==> src/rtl/fifo_ptr_ctrl.sv <==
// -----------------------------------------------------------------------------
// utils_pkg   : shared helpers (binary-to-Gray conversion).
// fifo_ptr_ctrl : pointer/flag controller for a FIFO built around an external
//                 RAM with 1-cycle registered read data.
//
// Ports
//   clk, rst_n           clock; asynchronous active-low reset
//   flush                synchronous clear of pointers and the output stage
//   wr_valid / wr_ready  producer handshake
//   rd_valid / rd_ready  consumer handshake (head word is on the RAM read data)
//   ram_we, ram_waddr    RAM write strobe / address
//   ram_re, ram_raddr    RAM read strobe / address
//   level                words accepted and not yet consumed
//   full, empty, almost_full   status flags
//   wr_ptr_gray, rd_ptr_gray   registered Gray-coded pointers
// -----------------------------------------------------------------------------

package utils_pkg;

    function automatic logic [31:0] bin_to_gray(input logic [31:0] bin);
        return bin ^ (bin >> 1);
    endfunction

endpackage

module fifo_ptr_ctrl #(
    parameter int DEPTH_LOG2  = 4,
    parameter int ALMOST_FULL = 12
) (
    input  logic                  clk,
    input  logic                  rst_n,
    input  logic                  flush,
    input  logic                  wr_valid,
    output logic                  wr_ready,
    output logic                  rd_valid,
    input  logic                  rd_ready,
    output logic                  ram_we,
    output logic [DEPTH_LOG2-1:0] ram_waddr,
    output logic                  ram_re,
    output logic [DEPTH_LOG2-1:0] ram_raddr,
    output logic [DEPTH_LOG2:0]   level,
    output logic                  full,
    output logic                  empty,
    output logic                  almost_full,
    output logic [DEPTH_LOG2:0]   wr_ptr_gray,
    output logic [DEPTH_LOG2:0]   rd_ptr_gray
);

    localparam int PW = DEPTH_LOG2 + 1;
    localparam logic [PW-1:0] FULL_CNT = {1'b1, {DEPTH_LOG2{1'b0}}};
    localparam logic [PW-1:0] AF_LEVEL = PW'(ALMOST_FULL);

    logic [PW-1:0] wptr, rptr;
    logic [PW-1:0] wptr_nxt, rptr_nxt;
    logic [PW-1:0] ram_cnt;
    logic          rd_valid_nxt;

    // Flags, strobes and addresses
    always_comb begin
        ram_cnt     = wptr - rptr;
        full        = (ram_cnt == FULL_CNT);
        wr_ready    = !full && !flush;
        // rst_n gate keeps the write strobe quiet while reset is held,
        // even though wr_ready reads 1 during reset
        ram_we      = wr_valid && wr_ready && rst_n;
        ram_waddr   = wptr[DEPTH_LOG2-1:0];
        // prefetch into the output stage whenever it is empty or being drained
        ram_re      = (ram_cnt != '0) && (!rd_valid || rd_ready) && !flush;
        ram_raddr   = rptr[DEPTH_LOG2-1:0];
        level       = ram_cnt + PW'(rd_valid);
        empty       = (level == '0);
        almost_full = (level >= AF_LEVEL);
    end

    // Next-state values; flush overrides any transfer in the same cycle
    always_comb begin
        wptr_nxt     = wptr + PW'(ram_we);
        rptr_nxt     = rptr + PW'(ram_re);
        rd_valid_nxt = rd_valid;
        if (ram_re) begin
            rd_valid_nxt = 1'b1;
        end else if (rd_ready) begin
            rd_valid_nxt = 1'b0;
        end
        if (flush) begin
            wptr_nxt     = '0;
            rptr_nxt     = '0;
            rd_valid_nxt = 1'b0;
        end
    end

    // Gray outputs track the post-edge pointer values
    always_ff @(posedge clk or negedge rst_n) begin
        if (!rst_n) begin
            wptr        <= '0;
            rptr        <= '0;
            rd_valid    <= 1'b0;
            wr_ptr_gray <= '0;
            rd_ptr_gray <= '0;
        end else begin
            wptr        <= wptr_nxt;
            rptr        <= rptr_nxt;
            rd_valid    <= rd_valid_nxt;
            wr_ptr_gray <= PW'(utils_pkg::bin_to_gray(32'(wptr_nxt)));
            rd_ptr_gray <= PW'(utils_pkg::bin_to_gray(32'(rptr_nxt)));
        end
    end

endmodule

==> config.mk <==
export PLATFORM = sky130hd
export DESIGN_NAME = fifo_ptr_ctrl
export DESIGN_NICKNAME = d
export VERILOG_FILES = /design/src/rtl/fifo_ptr_ctrl.sv
export SDC_FILE = /design/constraint.sdc
export NUM_CORES = 1
export LEC_CHECK = 0
export CORE_ASPECT_RATIO = 0.6
export CORE_MARGIN = 2
export CORE_UTILIZATION = 32
export DETAILED_ROUTE_END_ITERATION = 8
export SYNTH_ARGS = -nofsm -noshare
export SYNTH_HDL_FRONTEND = slang
export SYNTH_SLANG_ARGS = --single-unit
==> constraint.sdc <==
create_clock -name clk -period 3.35 [get_ports clk]
set_clock_uncertainty 0.15 [all_clocks]
set_input_delay 0.335 -clock clk [delete_from_list [all_inputs] [get_ports clk]]
set_output_delay 0.335 -clock clk [all_outputs]
set_load 0.01 [all_outputs]
Word-level counts from Yosys, hierarchy flattened. Cells that the tools add are included.

Add/subtract/negate cells: 4. Equality and inequality tests: 1. Reductions and logical operators: 12. Bitwise logic cells: 2. Magnitude comparators: 1. Muxes and demuxes: 5.

Operators by type and width (count): $add A5 B1 Y5 (3); $mux W5 (2); $xor A5 B4 Y5 (2); $eq A5 B5 Y1 const B (1); $ge A5 B4 Y1 const B (1); $logic_and A1 B1 Y1 (5); $logic_not A5 Y1 (1); $reduce_bool A5 Y1 (1); $sub A5 B5 Y5 (1); $logic_not A1 Y1 (3); $mux W1 (3); $reduce_bool A3 Y1 (1); $logic_or A1 B1 Y1 (1).

Word-level logic and storage cells: 30. Input bits: 5. Register bits after elaboration: 21.

Longest topological paths before layout. Gate-level depths: netlist (run 1).

Depth after elaboration: 9. Mapped depth: 14. Depth with buffers taken out: 14.

Worst setup path before layout (run 1). Ideal clock, no wire load.

Path kind: reg2reg. From: register wptr[0]. To: register rd_ptr_gray[1]. Clock period less this slack: 3.492 ns. Path slack: -0.142 ns. Stages on the path, launching flop included: 14. Arrival time: 3.214 ns. Cell sequence: dfrtp_1 -> inv_1 -> ha_1 -> fa_1 -> nand2b_1 -> a21oi_2 -> xnor2_1 -> nor4_2 -> nor3b_1 -> ha_1 -> ha_1 -> xnor2_1 -> nor2_1 -> mux2_1.

Cells in the longest elaborated chain, start to end: 7.

Ends and longest elaborated chain: start, declared (RTL line 53) `logic [PW-1:0] wptr, rptr;`; start signal, assigned (RTL line 101) `wptr <= wptr_nxt;`; $sub A5 B5 Y5 (RTL line 60) `ram_cnt = wptr - rptr;`; $reduce_bool A5 Y1 (RTL line 68) `ram_re = (ram_cnt != '0) && (!rd_valid || rd_ready) && !flush;`; $logic_and A1 B1 Y1 (2 in a row) (RTL line 68); via ram_re (RTL line 39) `output logic ram_re,`; $add A5 B1 Y5 (RTL line 78) `rptr_nxt = rptr + PW'(ram_re);`; $mux W5 (RTL line 85) `if (flush) begin`; via rptr_nxt[2] (RTL line 54) `logic [PW-1:0] wptr_nxt, rptr_nxt;`; $xor A5 B4 Y5 (RTL line 21) `return bin ^ (bin >> 1);`; end signal, assigned (RTL line 105) `rd_ptr_gray <= PW'(utils_pkg::bin_to_gray(32'(rptr_nxt)));`; end, declared (RTL line 46) `output logic [DEPTH_LOG2:0] rd_ptr_gray`.

The timed path passes the listed nets, and every way through them passes these cells. A chain may end at the register's enable or synchronous reset.

Worst setup path in the final report (run 1).
From: register wptr[0]. To: output port almost_full.

Cells in the longest elaborated chain, start to end: 3.

Ends and longest elaborated chain: $sub A5 B5 Y5 (RTL line 60); $add A5 B1 Y5 (RTL line 70) `level = ram_cnt + PW'(rd_valid);`; $ge A5 B4 Y1 (RTL line 72) `almost_full = (level >= AF_LEVEL);`; end, declared (RTL line 44) `output logic almost_full,`.

Every way passes these cells.

==> flow_summary_export.csv, run 1 <==
group,metric,value,unit
cts,cts_buffers,3,
layout,design_area,1820,µm²
worst_setup_path,reg2regPathDepth,13,
sta,finalWorstSetupSlack,0.0918,ns
logic_synthesis,synth_warnings,0,
worst_setup_path,cp-start-kind,"flip-flop",
logic_synthesis,synth_fp_nets,123,
drt,wl_per_cell,13.7,µm
power,power,1.21,mW
worst_setup_path,crit_fanout,4,
logic_synthesis,synth_cell_types,29,
global_route,grt_overflow,0,
drt,drt_iter0_drc,23,
sta,rsz0062_at_grt,"true",
worst_setup_path,endpoint_kind,"output port",
cts,clockBufferDepth,2,
cts,htreeDepth,1,
logic_synthesis,synth_edf_count,0,
sta,relSlewSlack,61.8,%
power,vdd_drop_max,0.234,mV
global_route,grt_max_degree,20,
drt,routed_wirelength,2800,µm
logic_synthesis,yosysSeqAreaShare,40.6,%
drt,vias,917,
logic_synthesis,async_flop_share,100,%
sta,holdWs,0.378,ns
layout,fillers,306,
place,post-place-ws,-0.000444,ns
drt,drcViolationCount,0,
die,core,3380,µm²
sta,setup_viol,0,
die,initial_utilization,34.6,%
sta,fin_crit,3.26,ns
cts,clk_latency,0.26,ns
sta,fmax,307,MHz
logic_synthesis,netlist_instances,107,
global_route,grt_pass1_wl,4570,µm
worst_setup_path,r2r_setup_slack,0.13,ns
layout,antenna_cells,0,
global_route,grt_pass1_vias,972,
sta,worst_slew_pin_slew,0.571,ns
worst_setup_path,reg2reg_to,"wr_ptr_gray[1]",
die,pin_count,35,
die,die_h,50.9,µm
place,place_area,1650,µm²
logic_synthesis,ys_ff_latch,19,
outcome,status,"complete, no violations",
logic_synthesis,synth_area,1170,µm²
place,portBuffers,34,
power,power_density,665,nW/µm²
layout,syn_to_final_growth,55.4,%
cts,clock_sinks,19,
cts,holdBufCountCts,0,
layout,final_layout_size_suffix_gt1_share,26.4,%
die,rows,16,
die,die_area,4180,µm²
worst_setup_path,required,2.86,ns
drt,first_pass_iters,4,
layout,nets,176,
drt,viasPerCell,4.50,
logic_synthesis,synthFlopType,"dfrtp_1",
drt,postRouteAntennaNets,0,
sta,hold_viol_final,0,
cts,clockRootBuffer,"clkbuf_8",
place,gp_congestion,0.757,
layout,layout_commonest_cell,"clkdlybuf4s50_1",
worst_setup_path,criticalPathCategory,"reg2out",
global_route,antenna_found_initial,0,
job,drv_cap,0,
layout,final_cell_mix,"clkdlybuf4s50_1 (28), dfrtp_1 (19), buf_4 (17)",
worst_setup_path,arrival,2.77,ns
place,dp_hpwl,2190,µm
worst_setup_path,r2r_start,"wptr[0]",
die,fp.dieW,82.1,µm
logic_synthesis,synth.avg_cell_area,10.9,µm²
sta,period_share,97.3,%
power,power_leakage,0.909,nW
sta,finalMaxSlewViolations,0,
hold_path,hold_path.class,"in2async",
global_route,track_usage,14.6,%
cts,cts_tree,"yes",
cts,clk_pin_slew,0.08,ns
## report_power, final
part           internal (mW)  switching [mW]  leakage (nW)
Combinational          0.431           0.350         0.626
Sequential             0.252          0.0150         0.261
Clock                 0.0838          0.0787        0.0217
## through the flow
step / std cells / TNS, ns / util, %
5_1_grt: 204 / -0.113 / 53.8
6_report: 204 / 0 / 53.8
3_3_place_gp: 194 / 0 / 48.6
4_1_cts: 201 / 0 / 51.7
2_1_floorplan: 107 / 0 / -
3_5_place_dp: 194 / -0.000444 / 48.6
## area by class of cell
type / instances / area (µm²) / area share (%)
clock buffers: 3 / 41.3 / 2.27
flip-flops and latches: 19 / 475 / 26.1
repair buffers: 51 / 475 / 26.1
multi-input cells: 76 / 731 / 40.1
inverters: 9 / 33.8 / 1.86
clock inverters: 1 / 7.51 / 0.412
well taps: 45 / 56.3 / 3.09
## critical path: stages (launching register included)
cell and delay, ns:
dfrtp_1 0.36, inv_1 0.05, ha_2 0.19, fa_2 0.44
nand2b_4 0.18, a21oi_4 0.22, xnor2_2 0.17, buf_4 0.15
buf_4 0.12, o21ai_1 0.07, a221o_1 0.29, dlygate4sd2_1 0.28
## repair_timing
action / 4_1_cts / 5_1_grt
setup buffers: 3 / 3
gates resized for setup: 7 / 12
pin swaps: 1 / 8
setup endpoints to repair: 4 / 10
## worst max-delay path by stage
stage,start,endpoint,depth (start not counted)
after floorplan,wptr[0],rd_ptr_gray[1],13
after global placement,wptr[0],empty,10
after detailed placement,wptr[0],empty,10
after CTS,wptr[2],wr_ptr_gray[1],11
after global routing,wptr[0],almost_full,11
final,wptr[0],almost_full,11
## synthesized netlist by cell type, types with 2 or more instances
cell	number	area, µm²
nor2b_1	2	12.5
nor3_1	2	10.0
a21oi_1	2	10.0
ha_1	10	125
clkbuf_1	2	7.51
nor2_1	13	48.8
xor2_2	2	32.5
mux2_1	2	22.5
dfrtp_1	19	475
nand3_1	5	25.0
inv_1	9	33.8
nand2b_1	3	18.8
xor2_1	9	78.8
xnor2_2	2	32.5
nand2_1	4	15.0
xnor2_1	8	70.1
## registers in the layout, indices dropped and copies added, names as in the netlist
| register | cells |
|---|---|
| rd_ptr_gray | 5 |
| wptr | 5 |
| rptr | 4 |
| wr_ptr_gray | 4 |
| rd_valid | 1 |
## cells by family after synthesis
logic type / Yosys count / synth area share, %
xor gates and xnor gates: 21 / 18.3
DFF: 19 / 40.6
AOI/OAI and AO/OA: 7 / 5.02
and+or+nand+nor: 35 / 17.6
muxes: 2 / 1.92
buffers and inverters: 12 / 4.17
adders and majority gates: 11 / 12.4
## routing by layer
layer / track usage, % / routed length (µm) / vias to the layer above
met1: 21.7 / 1400 / 445
met3: 4.95 / 120 / 0
li1: - / - / 455
met4: 1.67 / 0 / 0
met2: 21.1 / 1280 / 17
met5: 0 / 0 / -
No activity file was read; power rests on OpenSTA's default activity.
==> run 2, diff against run 1 <==
--- a/config.mk
+++ b/config.mk
@@ -8,7 +8,9 @@
 export CORE_ASPECT_RATIO = 0.6
 export CORE_MARGIN = 2
 export CORE_UTILIZATION = 32
+export CTS_CLUSTER_DIAMETER = 40
 export DETAILED_ROUTE_END_ITERATION = 8
+export HOLD_SLACK_MARGIN = 0.12
 export SYNTH_ARGS = -nofsm -noshare
 export SYNTH_HDL_FRONTEND = slang
 export SYNTH_SLANG_ARGS = --single-unit
==> results of run 2 <==
Final layout, timing and power as in run 1 (identical DEF).
==> run 3, diff against run 2 <==
--- a/config.mk
+++ b/config.mk
@@ -7,10 +7,12 @@
 export LEC_CHECK = 0
 export CORE_ASPECT_RATIO = 0.6
 export CORE_MARGIN = 2
-export CORE_UTILIZATION = 32
+export CORE_UTILIZATION = 42
 export CTS_CLUSTER_DIAMETER = 40
 export DETAILED_ROUTE_END_ITERATION = 8
 export HOLD_SLACK_MARGIN = 0.12
+export PLACE_DENSITY = 0.75
+export SKIP_LAST_GASP = 1
 export SYNTH_ARGS = -nofsm -noshare
 export SYNTH_HDL_FRONTEND = slang
 export SYNTH_SLANG_ARGS = --single-unit
==> constraint.sdc (replaced) <==
create_clock -name clk -period 2.62 [get_ports clk]
set_clock_uncertainty 0.15 [all_clocks]
set_input_delay 0.262 -clock clk [delete_from_list [all_inputs] [get_ports clk]]
set_output_delay 0.262 -clock clk [all_outputs]
set_load 0.01 [all_outputs]
==> run 3 against run 2 <==
  * The flow now finishes with violations (setup timing)
  * Power up 45%
  * Die area down 22%
  * Global-route usage up 9.1 points
  * Clock-buffer cell count up 1
  * Critical path depth up 1
  * Register-to-register slack worse by 0.60 ns
  * Clock power up 27%
  * Highest routed layer is now met4
==> flow_summary_export.csv, run 3 (synthesis gave the netlist of run 1 again) <==
group,metric,value,unit
outcome,status,"finished, violations left",
outcome,violations,"setup timing",
drt,drt_iter0_drc,59,
cts,clk_latency,0.26,ns
layout,nets,202,
power,power_frac_seq,19.8,%
drt,wl_per_cell,16.3,µm
sta,rsz0062_at_grt,"true",
cts,holdBufCountCts,0,
worst_setup_path,arrival,3.09,ns
cts,cts_tree,"yes",
sta,fmax,323,MHz
layout,antenna_cells,0,
die,initial_utilization,45.5,%
layout,reg_top3,"rd_ptr_gray x5, wptr x5",
worst_setup_path,cp-start-kind,"flip-flop",
cts,htreeDepth,1,
sta,finalWorstSetupSlack,-0.475,ns
worst_setup_path,reg2reg_to,"wr_ptr_gray[1]",
die,pin_count,35,
power,comb_power_share,68.5,%
worst_setup_path,reg2regPathDepth,12,
power,clkPwrFrac,11.7,%
place,portBuffers,34,
sta,relSlewSlack,67.6,%
global_route,grt_pass1_vias,1095,
worst_setup_path,r2r_setup_slack,-0.47,ns
global_route,grt_max_degree,20,
layout,layout_commonest_cell,"buf_4",
global_route,grt_overflow,0,
die,core,2570,µm²
sta,worst_slew_pin_slew,0.484,ns
power,vdd_drop_max,0.549,mV
sta,setup_tns,-6.82,ns
worst_setup_path,required,2.61,ns
die,die_h,44.9,µm
worst_setup_path,criticalPathCategory,"reg2reg",
cts,clk_pin_slew,0.07,ns
place,gp_congestion,0.818,
drt,viasPerCell,4.91,
cts,cts_buffers,3,
power,power_density,818,nW/µm²
worst_setup_path,endpoint_kind,"flip-flop",
place,dp_hpwl,2460,µm
die,die_area,3240,µm²
sta,holdWs,0.256,ns
sta,hold_viol_final,0,
die,fp.dieW,72.2,µm
sta,fin_crit,3.09,ns
power,power,1.76,mW
drt,vias,1065,
cts,clock_sinks,19,
power,internal_power,1.10,mW
drt,drcViolationCount,0,
drt,postRouteAntennaNets,0,
global_route,track_usage,23.7,%
sta,finalMaxSlewViolations,0,
power,switchingPower,661,µW
layout,syn_to_final_growth,83.4,%
layout,final_cell_mix,"buf_4 (40), clkdlybuf4s50_1 (24), dfrtp_1 (17)",
global_route,grt_pass1_wl,5440,µm
cts,clockRootBuffer,"clkbuf_8",
hold_path,hold_path.class,"in2async",
cts,clockBufferDepth,2,
sta,setup_viol,24,
worst_setup_path,r2r_start,"rptr[0]",
global_route,antenna_found_initial,0,
sta,period_share,118,%
power,power_leakage,1.01,nW
worst_setup_path,crit_fanout,3,
place,post-place-ws,-0.601,ns
job,drv_cap,0,
drt,first_pass_iters,4,
power,swShare,37.6,%
layout,final_layout_size_suffix_gt1_share,56.8,%
drt,routed_wirelength,3540,µm
die,rows,14,
## run 3: through the flow
step                      cell area (µm²)  std cells  utilization, %
after floorplan                      1260        107               -
after global placement               1850        200            71.8
after detailed placement             1850        200            71.8
after CTS                            2060        210            79.9
after global routing                 2150        217            83.4
final                                2150        217            83.4
## run 3: routing by layer
layer | track usage [%] | vias up | share of wire [%]
li1 | - | 511 | -
met1 | 33.7 | 524 | 50
met2 | 36.1 | 24 | 45
met3 | 6.47 | 6 | 3.9
met4 | 6.79 | 0 | 0.99
met5 | 0 | - | 0
## run 3: layout make-up
type,instances,area [µm²]
Clock buffer,4,45.0
Fill cell,126,427
Inverter,9,33.8
Multi-Input combinational cell,76,896
Sequential cell,19,478
Tap cell,32,40.0
Timing Repair Buffer,77,656
## run 3: how the worst max path moves through the flow
stage	startpoint	end	slack [ns]	depth (start not counted)
6_report	rptr[0]	wr_ptr_gray[1]	-0.47	12
5_1_grt	rptr[0]	wr_ptr_gray[1]	-0.58	12
4_1_cts	rptr[0]	wr_ptr_gray[1]	-0.48	12
3_5_place_dp	rptr[0]	rd_ptr_gray[1]	-0.60	12
3_3_place_gp	rptr[0]	wr_ptr_gray[1]	-0.48	12
2_1_floorplan	wptr[0]	wr_ptr_gray[1]	-0.58	13
## run 3: repair_timing
item,CTS,global route
endpoints found under the setup margin,27,27
setup buffers,10,7
resized for setup,60,14
pin swaps,24,7
## run 3: critical path, stage by stage (launching register included)
cell and delay (ns):
dfrtp_1 0.42, ha_4 0.19, fa_2 0.34, buf_4 0.16, xnor2_4 0.16, buf_12 0.15
nor4_4 0.32, nor3_2 0.10, ha_2 0.22, ha_4 0.18, xnor2_2 0.13, nor2_2 0.14
mux2_4 0.31
## run 3: power groups by stage
| stage | Sequential, mW | Clock (mW) | Combinational (mW) |
|---|---|---|---|
| 2_1_floorplan | 0.365 | 0 | 0.528 |
| 3_3_place_gp | 0.350 | 0 | 0.992 |
| 3_5_place_dp | 0.351 | 0 | 1.02 |
| 4_1_cts | 0.347 | 0.206 | 1.14 |
| 5_1_grt | 0.352 | 0.220 | 1.28 |
| 6_report | 0.348 | 0.205 | 1.20 |
